===== src/rtl/seg7_pkg.sv =====
// Shared constants for the seven-segment reader: segment bit positions,
// the digit glyphs on {g,f,e,d,c,b,a}, the blank glyph and the filter states.
package seg7_pkg;

   localparam int SEG_A  = 0;
   localparam int SEG_B  = 1;
   localparam int SEG_C  = 2;
   localparam int SEG_D  = 3;
   localparam int SEG_E  = 4;
   localparam int SEG_F  = 5;
   localparam int SEG_G  = 6;
   localparam int SEG_DP = 7;

   localparam logic [6:0] PAT_0     = 7'h3F;
   localparam logic [6:0] PAT_1     = 7'h06;
   localparam logic [6:0] PAT_2     = 7'h5B;
   localparam logic [6:0] PAT_3     = 7'h4F;
   localparam logic [6:0] PAT_4     = 7'h66;
   localparam logic [6:0] PAT_5     = 7'h6D;
   localparam logic [6:0] PAT_6     = 7'h7D;
   localparam logic [6:0] PAT_7     = 7'h07;
   localparam logic [6:0] PAT_BLANK = 7'h00;

   typedef enum logic [1:0] {
      ST_IDLE     = 2'd0,
      ST_FILTER   = 2'd1,
      ST_REPORTED = 2'd2
   } filt_state_e;

endpackage


===== src/rtl/seg7_pattern_decode.sv =====
// Combinational glyph decoder: 7-bit segment pattern {g..a} to {err, digit}.
// Blank decodes as digit 0 without error; callers decide whether blank matters.
module seg7_pattern_decode
   import seg7_pkg::*;
(
   input  logic [6:0] pattern,
   output logic       err,
   output logic [2:0] digit
);

   // Table lookup; anything that is not a known glyph or blank is an error.
   always_comb begin
      err   = 1'b0;
      digit = 3'd0;
      case (pattern)
         PAT_0:     digit = 3'd0;
         PAT_1:     digit = 3'd1;
         PAT_2:     digit = 3'd2;
         PAT_3:     digit = 3'd3;
         PAT_4:     digit = 3'd4;
         PAT_5:     digit = 3'd5;
         PAT_6:     digit = 3'd6;
         PAT_7:     digit = 3'd7;
         PAT_BLANK: digit = 3'd0;
         default:   err   = 1'b1;
      endcase
   end

endmodule


===== src/rtl/seg7_digit_reader.sv =====
// Seven-segment digit reader: debounces the segment bus, decodes each newly
// stable glyph once, and hands results out on a valid/ready stream backed by
// a holding register plus one pending slot.
// Optional feature macro: SEG7_READER_ERRCNT_EN enables the saturating
// illegal-pattern counter on err_count (tied to zero otherwise).
module seg7_digit_reader
   import seg7_pkg::*;
#(
   parameter int STABLE_CYCLES = 4
) (
   input  logic       clk,
   input  logic       rst,
   input  logic [7:0] seg_in,
   output logic       out_valid,
   input  logic       out_ready,
   output logic [2:0] digit_out,
   output logic       err_out,
   output logic       overrun,
   output logic [7:0] err_count
);

   generate
      if (STABLE_CYCLES < 1 || STABLE_CYCLES > 255) begin : g_bad_stable_cycles
         $error("seg7_digit_reader: STABLE_CYCLES must be within 1..255");
      end
   endgenerate

   localparam logic [7:0] STABLE_MAX = 8'(STABLE_CYCLES);

   // The decimal point never takes part in decoding or comparison.
   logic unused_dp;
   assign unused_dp = seg_in[SEG_DP];

   logic [6:0]  seg_q, seg_d;
   logic [7:0]  cnt_q, cnt_d;
   logic [6:0]  last_q, last_d;
   filt_state_e state_q, state_d;

   logic        hold_vld_q, hold_vld_d;
   logic [2:0]  hold_digit_q, hold_digit_d;
   logic        hold_err_q, hold_err_d;
   logic        pend_vld_q, pend_vld_d;
   logic [2:0]  pend_digit_q, pend_digit_d;
   logic        pend_err_q, pend_err_d;
   logic        overrun_q, overrun_d;

   logic        changed;
   logic        stable;
   logic        blank;
   logic        accept;
   logic        xfer;
   logic        dec_err;
   logic [2:0]  dec_digit;

   // Stability filter: reload on any change, otherwise count up to the limit.
   always_comb begin
      seg_d   = seg_q;
      cnt_d   = cnt_q;
      changed = (seg_in[SEG_G:SEG_A] != seg_q);
      if (changed) begin
         seg_d = seg_in[SEG_G:SEG_A];
         cnt_d = 8'd1;
      end else if (cnt_q != STABLE_MAX) begin
         cnt_d = cnt_q + 8'd1;
      end
      stable = (cnt_d == STABLE_MAX);
      blank  = (seg_d == PAT_BLANK);
   end

   // Decode the pattern the filter is about to hold, so acceptance and
   // decode land on the same edge.
   seg7_pattern_decode u_decode (
      .pattern (seg_d),
      .err     (dec_err),
      .digit   (dec_digit)
   );

   // Filter FSM: a stable non-blank glyph different from the last one reported
   // is accepted once; a stable blank re-arms reporting of any glyph.
   always_comb begin
      state_d = state_q;
      last_d  = last_q;
      accept  = 1'b0;
      if (changed) begin
         state_d = ST_FILTER;
      end
      if (stable) begin
         if (blank) begin
            state_d = ST_IDLE;
            last_d  = PAT_BLANK;
         end else begin
            if ((changed || state_q != ST_REPORTED) && (seg_d != last_q)) begin
               accept = 1'b1;
               last_d = seg_d;
            end
            state_d = ST_REPORTED;
         end
      end
   end

   // Output buffer: the holding register drives the port, the pending slot
   // absorbs one result while the consumer stalls; a second stalled result
   // replaces the pending one and raises the sticky overrun flag.
   always_comb begin
      hold_vld_d   = hold_vld_q;
      hold_digit_d = hold_digit_q;
      hold_err_d   = hold_err_q;
      pend_vld_d   = pend_vld_q;
      pend_digit_d = pend_digit_q;
      pend_err_d   = pend_err_q;
      overrun_d    = overrun_q;
      xfer         = hold_vld_q && out_ready;
      if (xfer) begin
         if (pend_vld_q) begin
            hold_vld_d   = 1'b1;
            hold_digit_d = pend_digit_q;
            hold_err_d   = pend_err_q;
            if (accept) begin
               pend_vld_d   = 1'b1;
               pend_digit_d = dec_digit;
               pend_err_d   = dec_err;
            end else begin
               pend_vld_d = 1'b0;
            end
         end else if (accept) begin
            hold_vld_d   = 1'b1;
            hold_digit_d = dec_digit;
            hold_err_d   = dec_err;
         end else begin
            hold_vld_d = 1'b0;
         end
      end else if (accept) begin
         if (!hold_vld_q) begin
            hold_vld_d   = 1'b1;
            hold_digit_d = dec_digit;
            hold_err_d   = dec_err;
         end else begin
            if (pend_vld_q) begin
               overrun_d = 1'b1;
            end
            pend_vld_d   = 1'b1;
            pend_digit_d = dec_digit;
            pend_err_d   = dec_err;
         end
      end
   end

   // State registers; reset discards filter progress and any buffered result.
   always_ff @(posedge clk) begin
      if (rst) begin
         seg_q        <= PAT_BLANK;
         cnt_q        <= 8'd0;
         last_q       <= PAT_BLANK;
         state_q      <= ST_IDLE;
         hold_vld_q   <= 1'b0;
         hold_digit_q <= 3'd0;
         hold_err_q   <= 1'b0;
         pend_vld_q   <= 1'b0;
         pend_digit_q <= 3'd0;
         pend_err_q   <= 1'b0;
         overrun_q    <= 1'b0;
      end else begin
         seg_q        <= seg_d;
         cnt_q        <= cnt_d;
         last_q       <= last_d;
         state_q      <= state_d;
         hold_vld_q   <= hold_vld_d;
         hold_digit_q <= hold_digit_d;
         hold_err_q   <= hold_err_d;
         pend_vld_q   <= pend_vld_d;
         pend_digit_q <= pend_digit_d;
         pend_err_q   <= pend_err_d;
         overrun_q    <= overrun_d;
      end
   end

   assign out_valid = hold_vld_q;
   assign digit_out = hold_digit_q;
   assign err_out   = hold_err_q;
   assign overrun   = overrun_q;

`ifdef SEG7_READER_ERRCNT_EN
   logic [7:0] err_cnt_q, err_cnt_d;

   // Count illegal glyphs at acceptance time, saturating at all-ones.
   always_comb begin
      err_cnt_d = err_cnt_q;
      if (accept && dec_err && (err_cnt_q != 8'hFF)) begin
         err_cnt_d = err_cnt_q + 8'd1;
      end
   end

   // Counter register, cleared only by reset.
   always_ff @(posedge clk) begin
      if (rst) begin
         err_cnt_q <= 8'h00;
      end else begin
         err_cnt_q <= err_cnt_d;
      end
   end

   assign err_count = err_cnt_q;
`else
   assign err_count = 8'h00;
`endif

endmodule


===== config.mk =====
export PLATFORM = sky130hd
export DESIGN_NAME = seg7_digit_reader
export DESIGN_NICKNAME = d
export VERILOG_FILES = /design/src/rtl/seg7_pkg.sv /design/src/rtl/seg7_pattern_decode.sv /design/src/rtl/seg7_digit_reader.sv
export SDC_FILE = /design/constraint.sdc
export NUM_CORES = 1
export LEC_CHECK = 0
export BUFFER_PORTS_ARGS = -buffer_cell sky130_fd_sc_hd__buf_2
export CAP_MARGIN = 20
export CORE_UTILIZATION = 25
export DETAILED_ROUTE_END_ITERATION = 10
export GPL_TIMING_DRIVEN = 0
export SYNTH_ARGS = -nofsm -noshare
export SYNTH_HDL_FRONTEND = slang
export SYNTH_SLANG_ARGS = --single-unit
export TNS_END_PERCENT = 30

===== constraint.sdc =====
create_clock -name clk -period 2.9 [get_ports clk]
set_input_delay 0 -clock clk [delete_from_list [all_inputs] [get_ports clk]]
set_output_delay 0 -clock clk [all_outputs]
set_load 0.05 [all_outputs]

# Yosys cells after proc, flatten, opt, wreduce, memory -nomap -nowiden
# Cells that the tools add are included.
dict set report op_classes {
  bitwise_logic 1
  reduce_logical 15
  n_mux 39
  add_sub_neg 1
  eq_ne 15
}
# op count
set ops {}
lappend ops {{$eq 7x7->1 const B} 5}
lappend ops {{$mux 3} 9}
lappend ops {{$mux 1} 21}
lappend ops {{$mux 7} 3}
lappend ops {{$pmux 3 s7} 1}
lappend ops {{$mux 8} 2}
lappend ops {{$eq 7x3->1 const B} 2}
lappend ops {{$ne 7x7->1} 2}
lappend ops {{$reduce_bool 2->1} 5}
lappend ops {{$reduce_or 9->1} 1}
lappend ops {{$add 8x1->8 const B} 1}
lappend ops {{$eq 8x3->1 const B} 1}
lappend ops {{$ne 8x3->1 const B} 1}
lappend ops {{$eq 7x6->1 const B} 1}
lappend ops {{$logic_not 7->1} 1}
lappend ops {{$mux 2} 3}
lappend ops {{$reduce_and 3->1} 2}
lappend ops {{$ne 2x2->1 const B} 2}
lappend ops {{$reduce_and 2->1} 2}
lappend ops {{$reduce_and 4->1} 1}
lappend ops {{$logic_and 1x1->1} 2}
lappend ops {{$ne 2x1->1 const B} 1}
lappend ops {{$logic_or 1x1->1} 1}
lappend ops {{$not 1->1} 1}
dict set report word_totals {
  regBits 35
  input_bits 11
  elab_cells 82
  out_inout_bits 14
}

# Logic depth before layout (Yosys ltp)
# Gate-level depths: netlist (run 1).
dict set report depth {
  word_depth 10
  depth_mapped 9
  ltp_nobuf 7
}

# Hierarchy
# From an unflattened synthesis (run 1), not the netlist that was laid out.
dict set report hier_totals {
  cells_unflattened 255
  area_unflattened_um2 2135.8
}
# mod seq_area_each_um2 cells_per_inst n_inst area_per_inst_um2
set by_module_without_submodules {}
lappend by_module_without_submodules {seg7_digit_reader 700.7 225 1 1916.8}
lappend by_module_without_submodules {seg7_pattern_decode 0.0 30 1 219.0}

# Least setup slack after synthesis (run 1)
# OpenSTA, ideal clock, no wires.
dict set report synth_timing {
  path_type {register to register}
  startpoint {register cnt_q[0]}
  endpoint {register hold_err_q, in the netlist err_out}
  n_path_buf 1
  path_slack_ps 708
  setup_time_ps 121
  path_stages_with_launch 9
  arrival_ps 2071
  synth_period_minus_slack_ps 2192
  required_time_ps 2779
  path_cell_list {dfxtp_1 ha_1 clkbuf_2 xnor2_1 and4_1 o2111a_1 o2111ai_4 o21ai_4 mux2_2}
}
dict set report synth_between {
  elab_chain_cells 7
  elab_cells_between_ends 9
  cone_classes {1 x add/sub; 2 x eq/ne; 3 x mux; 3 x reduce/logical}
}
# element line
set synth_rtl {}
lappend synth_rtl {{start: declaration} seg7_digit_reader.sv:35} ;# logic [7:0] cnt_q, cnt_d;
lappend synth_rtl {{start signal: assignment} seg7_digit_reader.sv:164} ;# cnt_q <= cnt_d;
lappend synth_rtl {{$add 8x1->8 / $ne 8x3->1 (equally long branches)} {seg7_digit_reader.sv:64, seg7_digit_reader.sv:63}}
lappend synth_rtl {{$mux 8 *} seg7_digit_reader.sv:63} ;# end else if (cnt_q != STABLE_MAX) begin
lappend synth_rtl {{$mux 8 *} seg7_digit_reader.sv:60} ;# if (changed) begin
lappend synth_rtl {{$eq 8x3->1 *} seg7_digit_reader.sv:66} ;# stable = (cnt_d == STABLE_MAX);
lappend synth_rtl {{$mux 1 *} seg7_digit_reader.sv:87} ;# if (stable) begin
lappend synth_rtl {{$reduce_bool 2->1 (no source line)} --}
lappend synth_rtl {{$reduce_and 3->1 (no source line) *} --}
lappend synth_rtl {{end signal: assignment} seg7_digit_reader.sv:169} ;# hold_err_q <= hold_err_d;
lappend synth_rtl {{end: declaration} seg7_digit_reader.sv:41} ;# logic hold_err_q, hold_err_d;
# Every way passes the cells marked *; elsewhere a longest branch is shown, timed or not.
# A chain may end at the register's enable or synchronous reset.

# Worst setup path after layout (run 1)
# Same ends and word-level chain as after synthesis.

==> qor.csv, run 1 <==
metric;value;unit
cts.sinks;35;
cts_setup_buffers;0;
report.power.total;0.9523;mW
final_cells;351;
cts_root_buf;clkbuf_8;
fillers;836;
r2r_cells;8;
fp-row-count;32;
core-area;0.007807;sq mm
crit_slowest_cell;dfxtp_1;
fin_skew;0.01079;ns
async_flop_share;0;%
dp_cells;343;
regToRegSetupSlack;0.44;ns
die_w;92.24;um
grt_pass1_wl;7562;um
grt_max_degree;12;
syn_area;0.002036;sq mm
rsz0062_at_grt;no;
clk_pin_slew_worst_paths;0.08;ns
diodes;0;
regArea;700.7;sq um
powerDensity;407.9;mW/mm^2
vias;1640;
grtUsageTotal;11.21;%
die_area;0.008507;sq mm
multi_input_area;0.001207;sq mm
tns;0;ns
syn_to_final_growth;14.69;%
worstPathMaxFanout;10;
synthFlopType;dfxtp_1;
slew-limit-headroom;56.93;%
yosysSeqAreaShare;34.42;%
synth.distinct_cells;57;
leakage;0.8384;nW
grt_overflow;0;
avgSynthCellArea;9.170;sq um
critPathRequiredTime;3.08;ns
clockBufferDepth;2;
antenna_found_initial;0;
ant_nets;0;
nets;261;
fin_util;29.90;%
start_kind;flip-flop;
vias_per_cell;4.672;
hp-class;in -> reg;
htree_levels;2;
tightest_slew;0.6403;ns
worst_ep_arrival_time;2.64;ns
whs_path_depth;2;
post-route-period-util;84.76;%
drv_cap;0;
drt_wl_total;4354;um
drive_gt1_share;20.48;%
path_cells;ha_1 > clkbuf_2 > xnor2_1 > and4_1 > o2111a_1 > o2111ai_4 > o21ai_4 > mux2_2;
cts_buffers;5;
ys_seq_elements;35;
cts_tree;yes;
port_buffers;12;
drcViolationCount;0;
die_y;92.24;um
wl_per_cell;12.40;um
grt_pass1_vias;1608;
timing.final.hold_violations;0;
yosys_warnings;0;
start_util;26.07;%
place_congestion;0.8244;
crit_path_end_kind;flip-flop;
fin_crit;2.458;ns
ios;25;
crit_type;reg -> reg;
hold_buffers;0;
dp_hpwl;3149;um
synth-edff-count;0;
irDropWorstVdd;0.0001296;V
drtPass1Iterations;4;
finalSetupViolations;0;
outcome;completed;
synthCells;222;
cp_slowest_stage_delay;0.48;ns
max_freq;406.8;MHz
timing.hold.ws;0.02231;ns
insertion_delay;0.29;ns
finalMaxSlewViolations;0;
drt_iter0_markers;40;
cts.repair.resized;0;
-- final cells by class --
type / count / area share, %
Buffer: 21 / 5.949
Multi-Input combinational cell: 169 / 51.71
Timing Repair Buffer: 12 / 2.572
Clock buffer: 6 / 3.108
Tap cell: 102 / 5.466
Inverter: 4 / 0.6431
Sequential cell: 35 / 30.01
Clock inverter: 2 / 0.5359
-- stage by stage --
| step | area, sq um | worst slack (ns) |
|---|---|---|
| after floorplan | 2062 | 0.7079 |
| after global placement | 2250 | 0.4671 |
| after detailed placement | 2250 | 0.4481 |
| after CTS | 2335 | 0.4094 |
| after global routing | 2335 | 0.2749 |
| final | 2335 | 0.4420 |
-- cell usage after synthesis, types with 3 or more instances --
master / n / share of area (%)
a211oi_1: 3 / 1.1
a21oi_1: 15 / 3.7
a31oi_1: 3 / 0.92
buf_4: 11 / 4.1
clkbuf_1: 5 / 0.92
dfxtp_1: 35 / 34
inv_1: 3 / 0.55
mux2i_1: 4 / 2.0
nand2_1: 10 / 1.8
nand3_1: 8 / 2.0
nand3b_1: 8 / 3.0
nand4_1: 6 / 1.8
nor2_1: 16 / 3.0
nor2b_1: 9 / 2.8
nor3_1: 3 / 0.74
o21ai_0: 8 / 2.0
xnor2_1: 15 / 6.5
xor2_1: 8 / 3.4
-- final timing paths --
path / start / end
worst max-delay path: cnt_q[0] / err_out
worst min-delay path: seg_in[3] / seg_q[3]
worst max register to register: cnt_q[0] / err_out
worst min register to register: digit_out[2] / digit_out[2]
-- cell families after synthesis --
group	Yosys count	synth area share, %
compound gates	46	16.47
xor+xnor	24	10.70
fa+ha+maj	2	1.229
buf+inv	25	7.560
flops	35	34.42
mux	5	2.520
other cells	1	0.1842
simple gates	84	26.92
-- metal layers --
metal  wire length, um  GRT usage (%)
met1              2169          14.05
met4                48          3.906
met3               116          2.488
met2              2019          18.84
met5                 0              0
-- state kept, by name, summed over array words and instances (netlist names) --
name	cells
seg_q	7
cnt_q	8
out_valid	1
err_out	1
overrun	1
pend_vld_q	1
pend_digit_q	3
pend_err_q	1
digit_out	3
state_q	2
last_q	7
-- power breakdown --
group	total (mW)	leakage [nW]	internal (mW)	switching, mW
combinational	0.111	0.513	0.0398	0.0712
sequential	0.492	0.285	0.487	0.00459
clock	0.350	0.0412	0.168	0.182
total	0.952	0.838	0.695	0.257
-- worst max-delay path: cells and delay by family (launching register included) --
family / cells / cell delay [ns]
buffers and inverters: 1 / 0.17
AOI/OAI and AO/OA: 3 / 0.82
xor gates and xnor gates: 1 / 0.13
DFF: 1 / 0.48
and+or+nand+nor: 1 / 0.20
muxes: 1 / 0.36
adders and majority gates: 1 / 0.19
-- layout by cell type (no fill, tap or decap), types with 4 or more instances in the layout --
master	Yosys	final
dfxtp_1	35	35
o21ai_0	8	8
clkbuf_1	5	6
nor2_1	16	16
nand4_1	6	6
nand3_1	8	8
buf_4	11	11
xor2_1	8	8
nand2_1	10	10
clkbuf_8	0	5
nor2b_1	9	9
buf_2	2	14
conb_1	1	8
nand3b_1	8	8
xnor2_1	15	15
a21oi_1	15	15
mux2i_1	4	4
Power figures use the tool's default switching activity.
==> inputs of run 2 (changes only) <==
==> constraint.sdc (replaced) <==
create_clock -name clk -period 2.5 [get_ports clk]
set_input_delay 0 -clock clk [delete_from_list [all_inputs] [get_ports clk]]
set_output_delay 0 -clock clk [all_outputs]
set_load 0.05 [all_outputs]
==> qor.csv, run 2 (same netlist as run 1, synthesis figures left out) <==
metric;value;unit;change
outcome;completed;;unchanged
worst_ep_arrival_time;2.51;ns;was 2.64 ns
regToRegSetupSlack;0.17;ns;was 0.44 ns
biggestRegsByFlops;cnt_q: 8 flops, last_q: 7 flops, seg_q: 7 flops;;unchanged
syn_to_final_growth;15.86;%;was 14.69%
htree_levels;2;;unchanged
port_buffers;12;;unchanged
fin_util;30.21;%;was 29.90%
cts.sinks;35;;unchanged
die_y;92.24;um;unchanged
final_cells;354;;was 351
core-area;0.007807;sq mm;unchanged
path_cells;ha_1 > clkbuf_2 > xnor2_1 > and4_1 > o2111a_1 > o2111ai_4 > o21ai_4 > mux2_2;;unchanged
antenna_found_initial;0;;unchanged
finalSetupViolations;0;;unchanged
layout_commonest_cell;dfxtp_1;;unchanged
cts_tree;yes;;unchanged
critPathRequiredTime;2.68;ns;was 3.08 ns
largest_reg_flops;8;;unchanged
crit_type;reg -> reg;;unchanged
start_kind;flip-flop;;unchanged
cp_slowest_stage_delay;0.43;ns;was 0.48 ns
r2r_cells;8;;unchanged
vias_per_cell;4.647;;was 4.672
timing.final.hold_violations;0;;unchanged
clk_pin_slew_worst_paths;0.07;ns;was 0.08 ns
ios;25;;unchanged
worst_slack;0.1689;ns;was 0.4420 ns
powerDensity;468.6;mW/mm^2;was 407.9 mW/mm^2
fin_skew;0.01073;ns;was 0.01079 ns
ant_nets;0;;unchanged
whs_path_depth;2;;unchanged
grt_pass1_vias;1608;;unchanged
drt_iter0_markers;36;;was 40
die_w;92.24;um;unchanged
final_cell_mix;34 x dfxtp_1, 16 x nor2_1, 15 x xnor2_1, 15 x a21oi_1;;was 35 x dfxtp_1, 16 x nor2_1, 15 x xnor2_1, 15 x a21oi_1, 14 x buf_2
insertion_delay;0.29;ns;about the same
grt_overflow;0;;unchanged
start_util;26.07;%;unchanged
diodes;0;;unchanged
wl_per_cell;12.36;um;was 12.40 um
grt_max_degree;12;;unchanged
rsz0062_at_grt;no;;unchanged
place_congestion;0.8244;;unchanged
finalMaxSlewViolations;0;;unchanged
drt_wl_total;4374;um;was 4354 um
dp_cells;343;;unchanged
drtPass1Iterations;4;;unchanged
fp-row-count;32;;unchanged
post-place-ws;0.04811;ns;was 0.4481 ns
drcViolationCount;0;;unchanged
worstPathMaxFanout;10;;unchanged
min_to;seg_q[3];;unchanged
grtUsageTotal;11.21;%;unchanged
reg2reg_to;err_out;;unchanged
slew-limit-headroom;57.95;%;was 56.93%
cts_buffers;5;;unchanged
tightest_slew;0.6251;ns;was 0.6403 ns
clockBufferDepth;2;;unchanged
drv_cap;0;;unchanged
drive_gt1_share;21.83;%;was 20.48%
top_register;cnt_q;;unchanged
tns;0;ns;unchanged
report.power.total;1.105;mW;was 0.9523 mW
dp_hpwl;3149;um;unchanged
die_area;0.008507;sq mm;unchanged
cts_root_buf;clkbuf_8;;unchanged
leakage;0.8544;nW;was 0.8384 nW
post-route-period-util;93.24;%;was 84.76%
hp-class;in -> reg;;unchanged
grt_pass1_wl;7562;um;unchanged
fin_crit;2.331;ns;was 2.458 ns
crit_path_end_kind;flip-flop;;unchanged
hold_start;seg_in[3];;unchanged
regToRegStartpoint;cnt_q[1];;was cnt_q[0]
crit_slowest_cell;dfxtp_1;;unchanged
nets;264;;was 261
vias;1645;;was 1640
irDropWorstVdd;0.0001503;V;was 0.0001296 V
max_freq;429.0;MHz;was 406.8 MHz
[run 2: changes by cell type in the layout (fill, tap and decap cells not counted), sizes merged]
cell and change:
buf +3
[run 2: worst max-delay path: cells and delay by family, from the launching register on]
family / cells / cell delay, ns
AO/OA/AOI/OAI: 3 / 0.76
buffers and inverters: 1 / 0.17
AND/OR/NAND/NOR: 1 / 0.20
flip-flops: 1 / 0.43
multiplexers: 1 / 0.35
adder cells (fa/ha/maj): 1 / 0.18
XOR/XNOR: 1 / 0.13
[run 2: power breakdown]
part           total, mW  switching, mW  internal, mW
sequential         0.571        0.00533         0.565
clock              0.406          0.211         0.195
combinational      0.129         0.0826        0.0462
total               1.11          0.299         0.806
[run 2: per-layer routing]
layer  GRT usage, %  wire length, um  up-vias
met2          18.84             2043       30
met3          2.488              140        4
met1          14.05             2146      772
met4          3.906               42        0
met5              0                0        -
li1               -                -      839
[run 2: what timing repair did]
action / in CTS / in global routing
gates resized for setup: 0 / 1
buffers inserted: 0 / 3
hold buffers: 0 / 0
endpoints found under the setup margin: 0 / 8
[run 2: metrics by stage]
step | hold slack, ns | instance area [sq um]
floorplan | 0.1873 | 2062
global placement | 0.2969 | 2250
detailed placement | 0.3187 | 2250
CTS | 0.01693 | 2335
global route | 0.02340 | 2359
finish | 0.02080 | 2359
[run 2: how the worst max path moves through the flow]
stage	slack, ns	start	to	cells past startpoint
6_report	0.17	cnt_q[1]	err_out	8
5_1_grt	0.01	cnt_q[1]	err_out	8
4_1_cts	0.009	cnt_q[0]	err_out	8
3_5_place_dp	0.05	cnt_q[0]	err_out	8
3_3_place_gp	0.07	cnt_q[0]	err_out	8
2_1_floorplan	0.31	cnt_q[0]	err_out	8
[run 2: area by class of cell]
| type | instances | area, sq um |
|---|---|---|
| fillers | 834 | 5449 |
| inverters | 4 | 15.01 |
| multi-input cells | 169 | 1207 |
| repair buffers | 15 | 82.58 |
| clock buffers | 6 | 72.57 |
| flip-flops and latches | 35 | 701.9 |
| clock inverters | 2 | 12.51 |
| well taps | 102 | 127.6 |
| plain buffers | 21 | 138.9 |
